--- src/rtl/wt_cache_pkg.sv ---
// Shared types for the dcache read-port arbiter: request/response structs, FSM states and limits.
package wt_cache_pkg;

    localparam int unsigned RD_ARB_MAX_REQ     = 8;
    localparam int unsigned DCACHE_INDEX_WIDTH = 12;
    localparam int unsigned DCACHE_TAG_WIDTH   = 44;
    localparam int unsigned DCACHE_DATA_WIDTH  = 64;

    typedef enum logic [1:0] {
        RD_ARB_IDLE,
        RD_ARB_TAG,
        RD_ARB_RESP
    } rd_arb_state_e;

    typedef struct packed {
        logic [DCACHE_INDEX_WIDTH-1:0]  address_index;
        logic [DCACHE_TAG_WIDTH-1:0]    address_tag;
        logic [DCACHE_DATA_WIDTH-1:0]   data_wdata;
        logic                           data_req;
        logic                           data_we;
        logic [DCACHE_DATA_WIDTH/8-1:0] data_be;
        logic [1:0]                     data_size;
        logic                           kill_req;
        logic                           tag_valid;
    } dcache_req_i_t;

    typedef struct packed {
        logic                         data_gnt;
        logic                         data_rvalid;
        logic [DCACHE_DATA_WIDTH-1:0] data_rdata;
    } dcache_req_o_t;

    // Requester id width; a 2-port arbiter still needs one bit.
    function automatic int unsigned rd_arb_id_width(input int unsigned n);
        return (n <= 2) ? 1 : $clog2(n);
    endfunction

endpackage

--- src/rtl/wt_dcache_rd_arb_sel.sv ---
// Combinational winner selection: round-robin from rr_ptr_i, overridden by starving ports,
// overridden in turn by a held lock while the locked requester keeps asking.
module wt_dcache_rd_arb_sel #(
    parameter int unsigned NumReq = 2,
    parameter int unsigned IdW    = 1
) (
    input  logic [NumReq-1:0] req_i,
    input  logic [IdW-1:0]    rr_ptr_i,
    input  logic              lock_vld_i,
    input  logic [IdW-1:0]    lock_id_i,
    input  logic [NumReq-1:0] starve_i,
    output logic [IdW-1:0]    id_o,
    output logic              valid_o
);

    logic [IdW:0]      sum;
    logic [IdW-1:0]    idx;
    logic [NumReq-1:0] starving;

    always_comb begin
        id_o     = '0;
        valid_o  = 1'b0;
        sum      = '0;
        idx      = '0;
        starving = starve_i & req_i;

        // Walk backwards so the first requester at or above rr_ptr_i is the last one written.
        for (int i = NumReq - 1; i >= 0; i--) begin
            sum = {1'b0, rr_ptr_i} + (IdW + 1)'(i);
            if (sum >= (IdW + 1)'(NumReq)) begin
                sum = sum - (IdW + 1)'(NumReq);
            end
            idx = sum[IdW-1:0];
            if (req_i[idx]) begin
                id_o    = idx;
                valid_o = 1'b1;
            end
        end

        if (|starving) begin
            for (int i = NumReq - 1; i >= 0; i--) begin
                if (starving[i]) begin
                    id_o = IdW'(i);
                end
            end
        end

        if (lock_vld_i && req_i[lock_id_i]) begin
            id_o    = lock_id_i;
            valid_o = 1'b1;
        end
    end

endmodule

--- src/rtl/wt_dcache_rd_arbiter.sv ---
// Shares one dcache read-controller port among NumReq requesters with round-robin arbitration.
// Optional starvation guard enabled by defining WT_DCACHE_RD_ARB_STARVE_EN.
module wt_dcache_rd_arbiter
    import wt_cache_pkg::*;
#(
    parameter int unsigned NumReq  = 2,
    parameter int unsigned MaxWait = 16
) (
    input  logic                       clk_i,
    input  logic                       rst_i,
    input  dcache_req_i_t [NumReq-1:0] req_ports_i,
    output dcache_req_o_t [NumReq-1:0] req_ports_o,
    output dcache_req_i_t              cache_port_o,
    input  dcache_req_o_t              cache_port_i,
    output logic                       busy_o
);

    localparam int unsigned IdW = rd_arb_id_width(NumReq);

    if (NumReq < 2 || NumReq > RD_ARB_MAX_REQ) begin : gen_bad_num_req
        $error("wt_dcache_rd_arbiter: NumReq must be 2..8");
    end
    if (MaxWait < 2 || MaxWait > 255) begin : gen_bad_max_wait
        $error("wt_dcache_rd_arbiter: MaxWait must be 2..255");
    end

    rd_arb_state_e     state_q;
    logic [IdW-1:0]    owner_q;
    logic [IdW-1:0]    rr_ptr_q;
    logic              lock_vld_q;
    logic [IdW-1:0]    lock_id_q;

    logic [NumReq-1:0] req_mask;
    logic [NumReq-1:0] starve;
    logic [IdW-1:0]    win_id;
    logic              win_valid;
    logic [IdW-1:0]    win_next;

    always_comb begin
        req_mask = '0;
        for (int i = 0; i < NumReq; i++) begin
            req_mask[i] = req_ports_i[i].data_req;
        end
    end

    wt_dcache_rd_arb_sel #(
        .NumReq (NumReq),
        .IdW    (IdW)
    ) u_sel (
        .req_i      (req_mask),
        .rr_ptr_i   (rr_ptr_q),
        .lock_vld_i (lock_vld_q),
        .lock_id_i  (lock_id_q),
        .starve_i   (starve),
        .id_o       (win_id),
        .valid_o    (win_valid)
    );

    assign win_next = (win_id == IdW'(NumReq - 1)) ? '0 : win_id + IdW'(1);
    assign busy_o   = (state_q != RD_ARB_IDLE);

    // Routing is gated by reset so nothing leaks out while the FSM is held.
    always_comb begin
        cache_port_o = '0;
        req_ports_o  = '0;
        for (int i = 0; i < NumReq; i++) begin
            req_ports_o[i].data_rdata = cache_port_i.data_rdata;
        end
        if (!rst_i) begin
            case (state_q)
                RD_ARB_IDLE: begin
                    if (win_valid) begin
                        cache_port_o                 = req_ports_i[win_id];
                        req_ports_o[win_id].data_gnt = cache_port_i.data_gnt;
                    end
                end
                RD_ARB_TAG: begin
                    cache_port_o.tag_valid   = req_ports_i[owner_q].tag_valid;
                    cache_port_o.kill_req    = req_ports_i[owner_q].kill_req;
                    cache_port_o.address_tag = req_ports_i[owner_q].address_tag;
                    if (!req_ports_i[owner_q].kill_req && req_ports_i[owner_q].tag_valid) begin
                        req_ports_o[owner_q].data_rvalid = cache_port_i.data_rvalid;
                    end
                end
                RD_ARB_RESP: begin
                    cache_port_o.kill_req            = req_ports_i[owner_q].kill_req;
                    req_ports_o[owner_q].data_rvalid = cache_port_i.data_rvalid;
                end
                default: ;
            endcase
        end
    end

    always_ff @(posedge clk_i or posedge rst_i) begin
        if (rst_i) begin
            state_q    <= RD_ARB_IDLE;
            owner_q    <= '0;
            rr_ptr_q   <= '0;
            lock_vld_q <= 1'b0;
            lock_id_q  <= '0;
        end else begin
            case (state_q)
                RD_ARB_IDLE: begin
                    if (win_valid) begin
                        if (cache_port_i.data_gnt) begin
                            owner_q    <= win_id;
                            rr_ptr_q   <= win_next;
                            lock_vld_q <= 1'b0;
                            state_q    <= RD_ARB_TAG;
                        end else begin
                            lock_vld_q <= 1'b1;
                            lock_id_q  <= win_id;
                        end
                    end else begin
                        lock_vld_q <= 1'b0;
                    end
                end
                RD_ARB_TAG: begin
                    if (req_ports_i[owner_q].kill_req) begin
                        state_q <= RD_ARB_IDLE;
                    end else if (req_ports_i[owner_q].tag_valid) begin
                        state_q <= cache_port_i.data_rvalid ? RD_ARB_IDLE : RD_ARB_RESP;
                    end
                end
                RD_ARB_RESP: begin
                    if (cache_port_i.data_rvalid) begin
                        state_q <= RD_ARB_IDLE;
                    end
                end
                default: state_q <= RD_ARB_IDLE;
            endcase
        end
    end

`ifdef WT_DCACHE_RD_ARB_STARVE_EN
    logic [7:0] wait_cnt_q [NumReq];

    always_ff @(posedge clk_i or posedge rst_i) begin
        if (rst_i) begin
            for (int i = 0; i < NumReq; i++) begin
                wait_cnt_q[i] <= '0;
            end
        end else begin
            for (int i = 0; i < NumReq; i++) begin
                if (!req_mask[i] || req_ports_o[i].data_gnt) begin
                    wait_cnt_q[i] <= '0;
                end else if (wait_cnt_q[i] != 8'hff) begin
                    wait_cnt_q[i] <= wait_cnt_q[i] + 8'd1;
                end
            end
        end
    end

    always_comb begin
        starve = '0;
        for (int i = 0; i < NumReq; i++) begin
            starve[i] = (wait_cnt_q[i] >= 8'(MaxWait));
        end
    end
`else
    assign starve = '0;
`endif

    // A response with no transaction in flight has nowhere to go and is dropped.
    rvalid_while_idle: assert property (@(posedge clk_i) disable iff (rst_i)
        !(state_q == RD_ARB_IDLE && cache_port_i.data_rvalid));

endmodule

--- config.mk ---
export PLATFORM = sky130hd
export DESIGN_NAME = wt_dcache_rd_arbiter
export DESIGN_NICKNAME = d
export VERILOG_FILES = /design/src/rtl/wt_cache_pkg.sv /design/src/rtl/wt_dcache_rd_arb_sel.sv /design/src/rtl/wt_dcache_rd_arbiter.sv
export SDC_FILE = /design/constraint.sdc
export NUM_CORES = 1
export LEC_CHECK = 0
export BUFFER_PORTS_ARGS = -buffer_cell sky130_fd_sc_hd__buf_2
export CAP_MARGIN = 10
export CELL_PAD_IN_SITES_DETAIL_PLACEMENT = 1
export CELL_PAD_IN_SITES_GLOBAL_PLACEMENT = 2
export CORE_AREA = 10 10 224 226
export DETAILED_ROUTE_END_ITERATION = 8
export DIE_AREA = 0 0 234 236
export PLACE_DENSITY_LB_ADDON = 0.15
export RECOVER_POWER = 25
export SYNTH_ARGS = -nofsm -noshare
export SYNTH_HDL_FRONTEND = slang
export SYNTH_SLANG_ARGS = --single-unit
--- constraint.sdc ---
create_clock -name clk_i -period 7.05 [get_ports clk_i]
set_clock_uncertainty 0.2 [all_clocks]
set_input_delay 2.115 -clock clk_i [delete_from_list [all_inputs] [get_ports clk_i]]
set_output_delay 2.115 -clock clk_i [all_outputs]
set_load 0.05 [all_outputs]
==> results.md <==
- CTS built an H-tree with a depth of 1.
- Clock tree synthesis inserted a total of 3 buffers.
- The number of hold-slack violations in the final timing report is 0.
- The mean instance size in the synthesized netlist is 5.55 um^2.
- The routed wire length per instance is between 15 and 20 um.
- The post-route antenna net violation count is 0.
- The post-cts hold buffer count is 0.
- Counting along the longest clock path gives a buffer depth of 2.
- The count of pins over their slew limit is 0.
- The critical path endpoint category is a primary output.
- Adding up every negative setup slack in the final design gives 0 ns.
- The count of instances resized after the clock tree is built is 0.
- The synthesized netlist occupies a cell area of between 2000 and 3000 um^2.
- The run finished with clean final reports.
- The width of the die is approximately 230 um.
- The time the final worst path needs with I/O delays and setup is just over 6 ns.
- For this run the aggregate overflow at the end of global routing stands at 0.
- The class of the tightest hold or removal check is reg2reg.
- Cells with a size suffix above 1 make up approximately 58% of the layout.
- The die covers ~55000 um^2.
- The TritonCTS clock tree is done.
- The share of synthesized area occupied by flip-flops and latches is approximately 5.0%.
- The worst-margin pin slew is about 0.72 ns.
- CTS saw 6 sinks.
- The number of vias in the routed layout is roughly 4600.
- The via count of the first global-routing pass is 5002.
- The total I/O pin count is about 600.
- For this run, asynchronously set or reset flops after synthesis account for 100%.
- The number of violations of the max-capacitance limit is 0.
- Summed over all layers, the routed wires come to ~26000 um.
- The count of buffers inserted at the top-level ports is 410.
- The overall global routing resource usage is between 8 and 9%.
- The netlist uses 35 different library cells.
- The setup slack at placement is 0.970 ns.
- For this configuration, the core starts out at a cell density of approximately 6.5%.
- The half-perimeter wire length after placement is about 22000 um.
- Counting flops with a built-in enable in the synthesized netlist gives 0.
- The commonest register cell after synthesis is dfrtp_1.
- The worst slew slack as a fraction of its limit is roughly 52%.
- The synthesized netlist cell count is between 500 and 600.
- The number of rows created at floorplan is 79.
- After layout, the worst path uses between 80 and 90% of the clock period.
- The residual DRC count is 0.
- The clock root buffer is clkbuf_16.
- The wire length of the first global-routing pass is approximately 36000 um.
- The net count reported at finish is ~1100.
- Setup repair after global routing left no endpoint under its margin.
- The maximum resistive drop on vdd is around 0.000085 V.
- After the first detailed-routing iteration, the DRC count stood at 100.
- The synthesized design spends more area on one cell type than any other, namely nand2_1.
- From synthesis to final layout, the design area changed by 71.2%.
- The worst path setup slack after routing is ~0.93 ns.
- The area of the placeable core is between 40000 and 50000 um^2.
- The initial antenna violation count was 12.
- The required time of the critical path is about 4.7 ns.
- The number of endpoints failing setup at the final stage is 0.
- The summed area of non-filler cells in the final layout is about 5100 um^2.
- The number of nets in the synthesized netlist is just under 900.
- Yosys attributes the largest share of cell area to nand2_1, buf_4, a21oi_1.
- After detailed routing, the number of vias per cell comes to around 3.2.
- The cell area after placement is 5020 um^2.
- Of all nets on the critical path, the largest fanout is 33.
- STA classifies the critical path startpoint as an input port.
- Entering global routing, the biggest net connects 58 pins.
- The number of setup buffers added after CTS is 0.
- The class of the most critical setup path is in2out.
- The area share of the largest cell type after synthesis is between 20% and 30%.
- The clock-pin slew on the worst setup and hold paths is ~0.04 ns.
- The congestion estimate from routability-driven global placement came to between 0.6 and 0.7.
- Data arrives at the worst endpoint at 3.81 ns.
- The number of warnings issued by yosys is 0.
- For this run, the detailed router's first-pass iteration total came to 4.
- The total power density per cell area is around 330 nW/um^2.
- In this run the vertical extent of the chip is around 240 um.
- The static leakage power is 0.00280 uW.
- The flop and latch count out of synthesis is 6.
- The clock network latency to the later pin of the worst-skew pair is between 0.2 and 0.25 ns.
- For this run, the top clock speed supported by timing is 0.163 GHz.
worst max-delay path: stages:
cell and delay (ns):
clkbuf_1 0.20, o21ai_0 0.43, nand2b_4 0.32, buf_4 0.40
a21oi_1 0.10, buf_2 0.23
registers in the layout (all words and copies together), names as in the netlist:
name and flops:
lock_id_q 1, state_q 2, owner_q 1, lock_vld_q 1
rr_ptr_q 1
layout make-up:
class,count,area [um^2]
fillers,5765,40800
repair buffers,418,2160
well taps,607,759
flip-flops and latches,6,150
clock buffers,3,75.1
diodes,3,7.51
inverters,8,30.0
multi-input cells,357,1920
cell families (layout without fill, tap and decap cells):
kind of cell	after synthesis	in the layout	share of synthesized area, %
and+or+nand+nor	201	201	26.9
buffers and inverters	174	429	31.4
AOI/OAI and AO/OA	150	150	34.1
DFF	6	6	5.04
adders and majority gates	4	4	1.68
muxes	2	2	0.881
other	0	3	0
metrics by stage:
stage,total power (uW),instances,hold slack (ns),utilization [%]
floorplan,1360,537,0.277,-
global placement,1650,1396,0.318,11.0
detailed placement,1630,1396,0.318,11.0
CTS,1730,1399,0.328,11.1
global route,1800,1400,0.352,11.1
finish,1680,1402,0.320,11.1
per-layer routing:
| metal | global-route usage, % | up-vias | part of all wire, % |
|---|---|---|---|
| met3 | 5.34 | 37 | 14 |
| met5 | 0 | - | 0.41 |
| li1 | - | 2180 | - |
| met2 | 15.6 | 292 | 51 |
| met4 | 0.978 | 16 | 0.79 |
| met1 | 8.07 | 2026 | 34 |
power breakdown:
group          switching (uW)  total (uW)  internal, uW
registers                19.0        69.1          50.1
clock network            20.1        92.9          72.9
logic                    1130        1520           388
total                    1170        1680           511
worst paths after layout:
kind / startpoint / endpoint / slack [ns] / cells past startpoint
worst max-delay path: req_ports_i[147] / cache_port_o[65] / 0.93 / 6
worst max register to register: state_q[0] / owner_q / 4.97 / 5
worst min register to register: lock_id_q / lock_id_q / 0.32 / 2
min in group asynchronous: rst_i / owner_q / 1.80 / 2
max in group asynchronous: rst_i / lock_vld_q / 4.59 / 2
worst min-delay path: lock_id_q / lock_id_q / 0.32 / 2
placed cells by master (no fill, tap or decap), types with 2 or more instances in the layout:
cell / synthesis / routed
a21oi_1: 89 / 89
a22o_1: 9 / 9
a22o_2: 37 / 37
a32o_1: 2 / 2
buf_12: 0 / 4
buf_2: 11 / 407
buf_4: 64 / 4
clkbuf_1: 86 / 3
clkbuf_16: 0 / 3
dfrtp_1: 6 / 6
diode_2: 0 / 3
ha_1: 4 / 4
inv_1: 8 / 8
nand2_1: 178 / 178
nand2b_1: 3 / 2
nand3_1: 2 / 2
nand4_1: 2 / 2
nor2_1: 8 / 8
nor3_1: 2 / 2
nor3b_1: 2 / 2
o21ai_0: 4 / 4
cells in the mapped netlist, drive strengths merged, types with 3 or more instances:
master / instances
a21oi: 89
ha: 4
a22o: 46
nand2b: 3
nor3: 3
dfrtp: 6
o21ai: 5
nand2: 178
nor2: 8
buf: 80
inv: 8
clkbuf: 86
Power figures use the tool's default switching activity.
